--- src/rtl/arb_pkg.sv ---
// arb_pkg: shared FSM type and constants for prio_arbiter and prio_pick
package arb_pkg;
    typedef enum logic {IDLE, GRANT} state_t;
    localparam int ARB_MODE_FIXED = 0;
    localparam int ARB_MODE_RR = 1;
    localparam int STAT_W = 16;
    localparam int STARVE_MULT = 4;
endpackage

--- src/rtl/prio_pick.sv ---
// prio_pick: combinational pick of one set bit of req & mask, fixed or round-robin order
// Ports: req/mask candidate vectors, base = last winner (round-robin anchor),
// rr_mode selects round-robin; onehot/idx/any describe the winner (zero when none).
module prio_pick #(
    parameter int N = 4,
    parameter int IDX_W = $clog2(N)
) (
    input  logic [N-1:0]     req,
    input  logic [N-1:0]     mask,
    input  logic [IDX_W-1:0] base,
    input  logic             rr_mode,
    output logic [N-1:0]     onehot,
    output logic [IDX_W-1:0] idx,
    output logic             any
);
    logic [N-1:0] v;
    // k-th index to try: fixed scans down from N-1, round-robin scans down from base-1 with wrap
    function automatic logic [IDX_W-1:0] pos(input int k, input logic [IDX_W-1:0] b, input logic m);
        return IDX_W'(m ? (int'(b) + 2 * N - 1 - k) % N : N - 1 - k);
    endfunction
    always_comb begin
        v = req & mask;
        idx = '0;
        any = 1'b0;
        for (int k = 0; k < N; k++) begin
            if (!any && v[pos(k, base, rr_mode)]) begin
                any = 1'b1;
                idx = pos(k, base, rr_mode);
            end
        end
        onehot = '0;
        onehot[idx] = any;
    end
endmodule

--- src/rtl/prio_arbiter.sv ---
// prio_arbiter: registered N-way arbiter with grant locking, optional round-robin and hold limit
// Ports: clk, rst (sync, active-high), req[N] requests, gnt[N] registered one-hot grant,
// gnt_valid = |gnt, gnt_idx binary index of the owner (0 when idle).
// With PRIO_ARBITER_STATS_EN defined: grant_count (saturating new-grant count) and
// starve (sticky, any requester waited more than STARVE_MULT*N cycles).
module prio_arbiter import arb_pkg::*; #(
    parameter int N = 4,
    parameter int RR_MODE = 0,
    parameter int MAX_HOLD = 0,
    localparam int IDX_W = $clog2(N)
) (
    input  logic             clk,
    input  logic             rst,
    input  logic [N-1:0]     req,
    output logic [N-1:0]     gnt,
    output logic             gnt_valid,
    output logic [IDX_W-1:0] gnt_idx
`ifdef PRIO_ARBITER_STATS_EN
    ,
    output logic [STAT_W-1:0] grant_count,
    output logic              starve
`endif
);
    localparam int HOLD_W = $clog2(MAX_HOLD + 1) + 1;
    state_t state_q, state_d;
    logic [N-1:0] gnt_q, gnt_d, pick_mask, pick_oh;
    logic [IDX_W-1:0] idx_q, idx_d, rr_q, rr_d, pick_idx;
    logic [HOLD_W-1:0] hold_q, hold_d;
    logic pick_any, own, expire, new_g;
    assign own = (state_q == GRANT) && |(req & gnt_q);
    assign expire = (MAX_HOLD > 0) && (hold_q == HOLD_W'(MAX_HOLD));
    // on expiry the current owner is excluded so someone else gets a turn
    assign pick_mask = (own && expire) ? ~gnt_q : '1;
    prio_pick #(.N(N), .IDX_W(IDX_W)) u_pick (
        .req(req),
        .mask(pick_mask),
        .base(rr_q),
        .rr_mode(RR_MODE == ARB_MODE_RR),
        .onehot(pick_oh),
        .idx(pick_idx),
        .any(pick_any)
    );
    always_comb begin
        state_d = state_q;
        gnt_d = gnt_q;
        idx_d = idx_q;
        hold_d = hold_q;
        rr_d = rr_q;
        new_g = 1'b0;
        if (own && !expire) begin
            hold_d = (MAX_HOLD > 0) ? hold_q + 1'b1 : hold_q;
        end else if (pick_any) begin
            state_d = GRANT;
            gnt_d = pick_oh;
            idx_d = pick_idx;
            hold_d = HOLD_W'(1);
            rr_d = pick_idx;
            new_g = 1'b1;
        end else if (own) begin
            hold_d = HOLD_W'(1);
            new_g = 1'b1;
        end else begin
            state_d = IDLE;
            gnt_d = '0;
            idx_d = '0;
            hold_d = '0;
        end
    end
    always_ff @(posedge clk) begin
        if (rst) begin
            state_q <= IDLE;
            gnt_q <= '0;
            idx_q <= '0;
            hold_q <= '0;
            rr_q <= '0;
        end else begin
            state_q <= state_d;
            gnt_q <= gnt_d;
            idx_q <= idx_d;
            hold_q <= hold_d;
            rr_q <= rr_d;
        end
    end
    assign gnt = gnt_q;
    assign gnt_valid = |gnt_q;
    assign gnt_idx = idx_q;
`ifdef PRIO_ARBITER_STATS_EN
    localparam int WAIT_W = $clog2(STARVE_MULT * N) + 1;
    localparam logic [WAIT_W-1:0] WAIT_MAX = WAIT_W'(STARVE_MULT * N + 1);
    logic [STAT_W-1:0] cnt_q;
    logic [N-1:0][WAIT_W-1:0] wait_q, wait_d;
    logic starve_q, starve_d;
    // wait counters saturate one past the limit, so reaching WAIT_MAX means "waited too long"
    always_comb begin
        starve_d = starve_q;
        for (int i = 0; i < N; i++) begin
            wait_d[i] = (req[i] && !gnt_q[i]) ? ((wait_q[i] == WAIT_MAX) ? WAIT_MAX : wait_q[i] + 1'b1) : '0;
            starve_d = starve_d | (wait_d[i] == WAIT_MAX);
        end
    end
    always_ff @(posedge clk) begin
        if (rst) begin
            cnt_q <= '0;
            wait_q <= '0;
            starve_q <= 1'b0;
        end else begin
            cnt_q <= (new_g && cnt_q != '1) ? cnt_q + 1'b1 : cnt_q;
            wait_q <= wait_d;
            starve_q <= starve_d;
        end
    end
    assign grant_count = cnt_q;
    assign starve = starve_q;
`else
    logic unused_new_g;
    assign unused_new_g = new_g;
`endif
endmodule

--- config.mk ---
export PLATFORM = sky130hd
export DESIGN_NAME = prio_arbiter
export DESIGN_NICKNAME = d
export VERILOG_FILES = /design/src/rtl/arb_pkg.sv /design/src/rtl/prio_pick.sv /design/src/rtl/prio_arbiter.sv
export SDC_FILE = /design/constraint.sdc
export NUM_CORES = 1
export LEC_CHECK = 0
export CAP_MARGIN = 10
export CORE_UTILIZATION = 45
export DETAILED_ROUTE_END_ITERATION = 6
export GPL_TIMING_DRIVEN = 0
export PLACE_DENSITY = 0.83
export SYNTH_ARGS = -nofsm -noshare
export SYNTH_HDL_FRONTEND = slang
export SYNTH_HIERARCHICAL = 1
export SYNTH_SLANG_ARGS = --single-unit
--- constraint.sdc ---
create_clock -name clk -period 2.4 [get_ports clk]
set_input_delay 0.48 -clock clk [delete_from_list [all_inputs] [get_ports clk]]
set_output_delay 0.48 -clock clk [all_outputs]
set_load 0.05 [all_outputs]
# Word-level counts from Yosys, hierarchy flattened
# Cells that the tools add are included.
# word_totals
reg_bits,7
inputBits,6
out_inout_bits,7
elab_cells,30
# op_classes
n_lt_le_gt_ge,2
mux,13
bitwise,2
n_reduce_logical,10
# ops
cell,count
2-bit two-way mux,5
4-bit AND,2
4-bit OR reduction,2
1-bit two-way mux,6
1-bit logical AND,5
4-bit two-way mux,1
1-bit logical NOT,3
2-bit by 3-bit < comparator with 1-bit output (second input constant),1
1-bit demux with 2-bit select,1
2-bit by 1-bit >= comparator with 1-bit output (second input constant),1

# Depth between registers and ports, before layout
# Gate-level depths: netlist (run 1).
# logic_depth
word_depth,16
ltp_mapped,8
mapped_depth_nobuf,7

# Hierarchy
# The synthesis (run 1) kept the hierarchy.
# modules_own_cells
mod,n_inst,cells_per_inst,area_per_inst_um2,seq_area_each_um2
prio_arbiter,1,50,464.2,180.2
prio_pick,1,31,227.7,0.0

# Least setup slack after synthesis (run 1)
# Ideal clock, no wire load.
# synth_timing
path_kind,flip-flop to output port
from,reg gnt_q[0] (netlist: gnt[0])
to,out gnt_valid
arrival_ps,1312
required_time_ps,1920
slack_ps,608
stages_incl_launch_ff,2
n_path_buf,0
path_cell_list,dfxtp_1 -> or4_1
# synth_between
elab_chain_len,1
# synth_lines
item,line_no,text
from (decl),prio_arbiter.sv:26,"logic [N-1:0] gnt_q, gnt_d, pick_mask, pick_oh;"
from (signal assigned),prio_arbiter.sv:78,gnt_q <= gnt_d;
4-bit OR reduction,prio_arbiter.sv:85,assign gnt_valid = |gnt_q;
to (decl),prio_arbiter.sv:16,"output logic gnt_valid,"
# No other way between the ends.

# Worst setup path after layout (run 1)
# Same ends and word-level chain as after synthesis.

==> results of run 1 <==
final timing paths:
check	depth (start not counted)	to	slack (ps)	start
max reg2reg	7	rr_q[0]	750	rr_q[1]
min reg2reg	2	gnt_idx[0]	480	gnt_idx[0]
max	2	gnt_valid	80	gnt[0]
min	2	gnt_idx[0]	480	gnt_idx[0]
Yosys cell counts:
cell       number
nand2_1        15
a21bo_1         1
nand3_1         3
nor2b_1         1
and2_1          2
o22ai_1         1
buf_6           1
o221ai_1        2
a21boi_0        1
a2bb2oi_1       2
nand4_1         2
conb_1          2
or2b_1          2
nand2b_1        5
a31o_2          1
a2111oi_2       1
and4_4          2
and3_1          1
buf_2           2
a221oi_2        1
nand3b_1        2
xnor2_1         1
o41ai_4         1
dfxtp_1         9
mux2i_1         6
a22oi_2         2
o21ai_0         2
inv_1           1
and2_4          1
and4b_1         1
or4_1           1
a21oi_1         4
a22oi_1         1
clkbuf_1        1
routing by layer:
| layer | track usage | share of wire |
|---|---|---|
| met1 | 0.2386 | 0.43 |
| met2 | 0.3867 | 0.53 |
| met3 | 0.01630 | 0.028 |
| met4 | 0.07258 | 0.0098 |
| met5 | 0 | 0 |
worst reg2reg max path, cell delays in order, from the launching register on:
cell and delay (ps):
dfxtp_1 380, a21oi_1 310, nand3_1 120, a31o_2 280
nand2_1 120, nand2_1 70, a2bb2oi_1 130, o221ai_1 170
kinds of logic (layout without fill, tap and decap cells):
family	after synthesis	count (layout)	share of synthesized area
buffers and inverters	5	21	0.04158
flip-flops	9	9	0.2604
XOR/XNOR	1	1	0.01266
other	2	16	0.01085
AND/OR/NAND/NOR	38	38	0.3164
multiplexers	6	6	0.08680
AO/OA/AOI/OAI	20	20	0.2713
through the flow:
| step | utilization | std cells | instance area [um2] | setup WS [ps] |
|---|---|---|---|---|
| floorplan | - | 95 | 744.5 | 608.5 |
| global placement | 0.6465 | 122 | 883.3 | 146.3 |
| detailed placement | 0.6465 | 122 | 883.3 | 104.3 |
| CTS | 0.6658 | 126 | 909.6 | 67.54 |
| global route | 0.6658 | 126 | 909.6 | 9.055 |
| finish | 0.6658 | 126 | 909.6 | 75.23 |
power by group:
| part | internal, uW | switching (uW) |
|---|---|---|
| clock network | 64.1 | 55.1 |
| logic | 73.7 | 102 |
| registers | 163 | 15.9 |
sequential cells by signal, summed over array words and instances (netlist names):
signal,count
rr_q,2
gnt,4
gnt_idx,2
state_q,1
final cells by class:
| class | count | area (um2) | share of cell area |
|---|---|---|---|
| multi-input combinational | 81 | 535.5 | 0.5887 |
| sequential | 9 | 180.2 | 0.1981 |
| timing repair buffer | 12 | 120.1 | 0.1320 |
| clock buffer | 4 | 26.28 | 0.02889 |
| buffer | 4 | 25.02 | 0.02751 |
| tap | 15 | 18.77 | 0.02063 |
| inverter | 1 | 3.754 | 0.004127 |
==> results.toml, run 1 <==
[critical_path]
timing.critical_path.fanout_max = 4
timing.critical_path.required_ps = 1920
cp_cell_sequence = "or4_1 -> clkdlybuf4s50_1"
critical-path-top-delay-family = "buffers and inverters"
endpoint_kind = "output port"
worstSetupPathType = "reg2out"
cp_slowest_stage_delay_ps = 710
critical_path.n_buffers_inverters = 1
worstSetupStartpointType = "flip-flop"
cp_slowest_cell = "clkdlybuf4s50_1"
arrival_ps = 1840

[final_layout]
final_net_count = 118
ant_diodes = 0
syn_to_final_growth_pct = 31.46
most-common-layout-cells = "conb_1 (16), nand2_1 (15), clkdlybuf4s50_1 (12), dfxtp_1 (9), mux2i_1 (6)"
filler_cell_count = 124
drive_above_1_share = 0.1351
layout_commonest_cell = "conb_1"

[global_routing]
global_route_wire_length_before_repair_um = 2304
grt_start_max_net_pins = 11
globalRoute.totalOverflow = 0
vias_in_the_first_global_route = 568
antenna_found_initial = 0
global_route.usage.total = 0.2058

[floorplanning]
core.rowCount = 13
boundary_pins = 13
design.core.area_mm2 = 0.001366
floorplan.initialDensity = 0.5064
die-area_mm2 = 0.001698
die_height_um = 41.21
die_w_um = 41.21

[power]
power.density_cell_area_mw_per_mm2 = 521.1
leakage_uw = 0.0003900
peakVddDrop_mv = 0.3474
total_power_uw = 474.0

[cts]
cts_inserted_buffers = 3
clk_pin_slew_worst_paths_ps = 70
cts_root_buf = "clkbuf_4"
postCtsHoldBufs = 0
clock_tree.buffer_depth = 2
cts_sinks = 9
clk_latency_ps = 260
post_cts.repair.setup_buffers = 0
tritoncts = "built"
clock_tree.htree_level_count = 1
cts_resized = 0

[drt]
drt.antenna.violating_nets = 0
post-route-drc-count = 0
count_of_tritonroute_iterations_in_the_first_routing_pass = 4
wl_per_cell_um = 12.15
avgViaCountPerCell = 5.357
num_vias = 675
drt_wl_total_um = 1531
drt_first_iter_violations = 15

[logic_synthesis]
syn-mean-instance-area_um2 = 8.542
synth.top_cell.area_share = 0.2604
yosys-top-cells-area = "dfxtp_1 (26%), mux2i_1 (8.7%), nand2_1 (8.1%), nand2b_1 (4.5%), o41ai_4 (4.0%)"
synth-seq-area-share = 0.2604
synth_cells = 81
synthesis.area_um2 = 691.9
yosysTopAreaCell = "dfxtp_1"
count_of_unique_library_cells_instantiated_by_yosys = 34
yosys_warnings = 6
synth_seq_cells = 9

[sta]
smallest_hold_slack_ps = 479.6
maxClockFrequency_ghz = 0.4302
setup-tns-final_ps = 0
post-route-period-util = 0.9687
post-route-min-period_ps = 2325
max-slew-margin-rel = 0.6643
rsz0062_at_grt = "false"
worst_clock_skew_ps = 7.662
final-hold-violation-count = 0
finalMaxSlewViolations = 0
setup_violations = 0
tightestPinTransition_ps = 502.0

[hold_path]
worst_hold_path_type = "reg2reg"

[placed_design]
gp_routability_congestion = 0.7916
detailedPlacementHpwl_um = 1226
io_buffers = 12

[status]
result_of_the_run = "complete, no violations"

[flow_run]
maxCapViolations = 0
No activity file was read; power rests on OpenSTA's default activity.
==> run 2, diff against run 1 <==
Settings changed: SLEW_MARGIN set to 15.
==> results of run 2 <==
Same layout as run 1: the final DEF is identical, and so are final timing and power.
==> run 3, diff against run 2 <==
Settings changed: CORE_UTILIZATION 45 to 30, PLACE_DENSITY 0.83 to 0.63, SLEW_MARGIN 15 to unset.
==> run 3 against run 2 <==
Effect of this change:
- hold slack got worse by 3.6 ps
- cell count increased by 10%
- clock power hardly changed
- fmax increased by 0.77%
- register-to-register slack about the same
- die area up 47%
- final area increased by 1.8%
- clock-buffer cell count unchanged
- via count down 0.30%
- clock skew fell by 5.8 ps
- critical path type unchanged
==> results.toml, run 3 (synthesis gave the netlist of run 1 again) <==
[final_layout]
most-common-layout-cells = "conb_1 (16), nand2_1 (15), clkdlybuf4s50_1 (12), dfxtp_1 (9), mux2i_1 (6)"
final_net_count = 118
largest_reg_flops = 4
drive_above_1_share = 0.1351
filler_cell_count = 224
syn_to_final_growth_pct = 33.82
multi_input_comb_area_um2 = 535.5
seqCellArea_um2 = 180.2
ant_diodes = 0
layout_commonest_cell = "conb_1"

[drt]
avgViaCountPerCell = 4.842
drt_first_iter_violations = 16
wl_per_cell_um = 11.05
num_vias = 673
post-route-drc-count = 0
drt.antenna.violating_nets = 0
count_of_tritonroute_iterations_in_the_first_routing_pass = 4
drt_wl_total_um = 1536

[critical_path]
critical-path-top-delay-family = "buffers and inverters"
endpoint_kind = "output port"
r2r-start = "rr_q[1]"
reg2reg_slack_ps = 740
timing.critical_path.fanout_max = 4
cp_cell_sequence = "or4_1 -> clkdlybuf4s50_1"
cp_slowest_cell = "clkdlybuf4s50_1"
worstSetupPathType = "reg2out"
r2r.worst_path.cells = 7
critical_path_depth = 2
regToRegEndpoint = "rr_q[0]"
arrival_ps = 1830
worstSetupStartpointType = "flip-flop"
timing.critical_path.required_ps = 1920
critical_path.n_buffers_inverters = 1
cp_slowest_stage_delay_ps = 710

[sta]
rsz0062_at_grt = "false"
setup_violations = 0
worst_clock_skew_ps = 1.848
post-route-period-util = 0.9613
post-route-min-period_ps = 2307
finalMaxSlewViolations = 0
max-slew-margin-rel = 0.6686
final-hold-violation-count = 0
setup-tns-final_ps = 0
tightestPinTransition_ps = 495.6
smallest_hold_slack_ps = 476.0
finalWorstSetupSlack_ps = 92.97
maxClockFrequency_ghz = 0.4335

[cts]
clock_tree.htree_level_count = 1
cts_sinks = 9
cts_root_buf = "clkbuf_4"
post_cts.repair.setup_buffers = 0
clk_pin_slew_worst_paths_ps = 60
clock_tree.buffer_depth = 2
clk_latency_ps = 260
postCtsHoldBufs = 0
tritoncts = "built"
cts_resized = 0
cts_inserted_buffers = 3

[power]
power.density_cell_area_mw_per_mm2 = 512.7
peakVddDrop_mv = 0.3200
leakage_uw = 0.0003900

[global_routing]
antenna_found_initial = 0
globalRoute.totalOverflow = 0
global_route_wire_length_before_repair_um = 2622
vias_in_the_first_global_route = 601
global_route.usage.total = 0.1408
grt_start_max_net_pins = 11

[placed_design]
gp_routability_congestion = 0.8068
pre_cts_slack_ps = 102.3
detailedPlacementHpwl_um = 1172
io_buffers = 12

[floorplanning]
core.rowCount = 17
die-area_mm2 = 0.002503
design.core.area_mm2 = 0.002191
die_height_um = 50.03
die_w_um = 50.03
boundary_pins = 13
floorplan.initialDensity = 0.3158

[hold_path]
min_to = "gnt_idx[0]"
worst_hold_path_type = "reg2reg"
min_delay_path_depth = 2
worstHoldStart = "gnt_idx[0]"

[flow_run]
maxCapViolations = 0

[status]
result_of_the_run = "complete, no violations"
[run 3: how the worst max path moves through the flow]
stage	from	endpoint	slack [ps]
after floorplan	gnt[0]	gnt_valid	610
after global placement	req[0]	rr_q[0]	130
after detailed placement	req[0]	rr_q[0]	100
after CTS	gnt[0]	gnt_valid	80
after global routing	gnt[0]	gnt_valid	40
final	gnt[0]	gnt_valid	90
[run 3: metal layers]
layer	GRT usage	share of wire	up-vias	routed length, um
met3	0.02778	0.040	5	62
met2	0.2089	0.45	17	687
li1	-	-	344	-
met5	0	0	-	0
met1	0.1838	0.49	307	750
met4	0.08571	0.023	0	36
[run 3: power breakdown]
part           switching [uW]  leakage, uW  total (uW)  internal (uW)
combinational             103     0.000301         176           73.7
sequential               15.1    0.0000741         178            163
clock                    56.1    0.0000150         120           64.3
[run 3: layout make-up]
cell class | instances | area share
Multi-Input combinational cell | 81 | 0.5784
Sequential cell | 9 | 0.1946
Timing Repair Buffer | 12 | 0.1297
Tap cell | 28 | 0.03784
Clock buffer | 4 | 0.02838
Buffer | 4 | 0.02703
Inverter | 1 | 0.004054
[run 3: stage by stage]
| stage | instances | utilization | power [uW] | cell area, um2 |
|---|---|---|---|---|
| finish | 139 | 0.4226 | 474.7 | 925.9 |
| detailed placement | 135 | 0.4106 | 356.9 | 899.6 |
| global route | 139 | 0.4226 | 507.4 | 925.9 |
| global placement | 135 | 0.4106 | 354.1 | 899.6 |
| floorplan | 95 | - | 308.3 | 744.5 |
| CTS | 139 | 0.4226 | 478.0 | 925.9 |
[run 3: worst min-delay path, cell delays in order, from the launching register on]
cell and delay, ps:
dfxtp_1 310, nand2b_1 60, mux2i_1 60
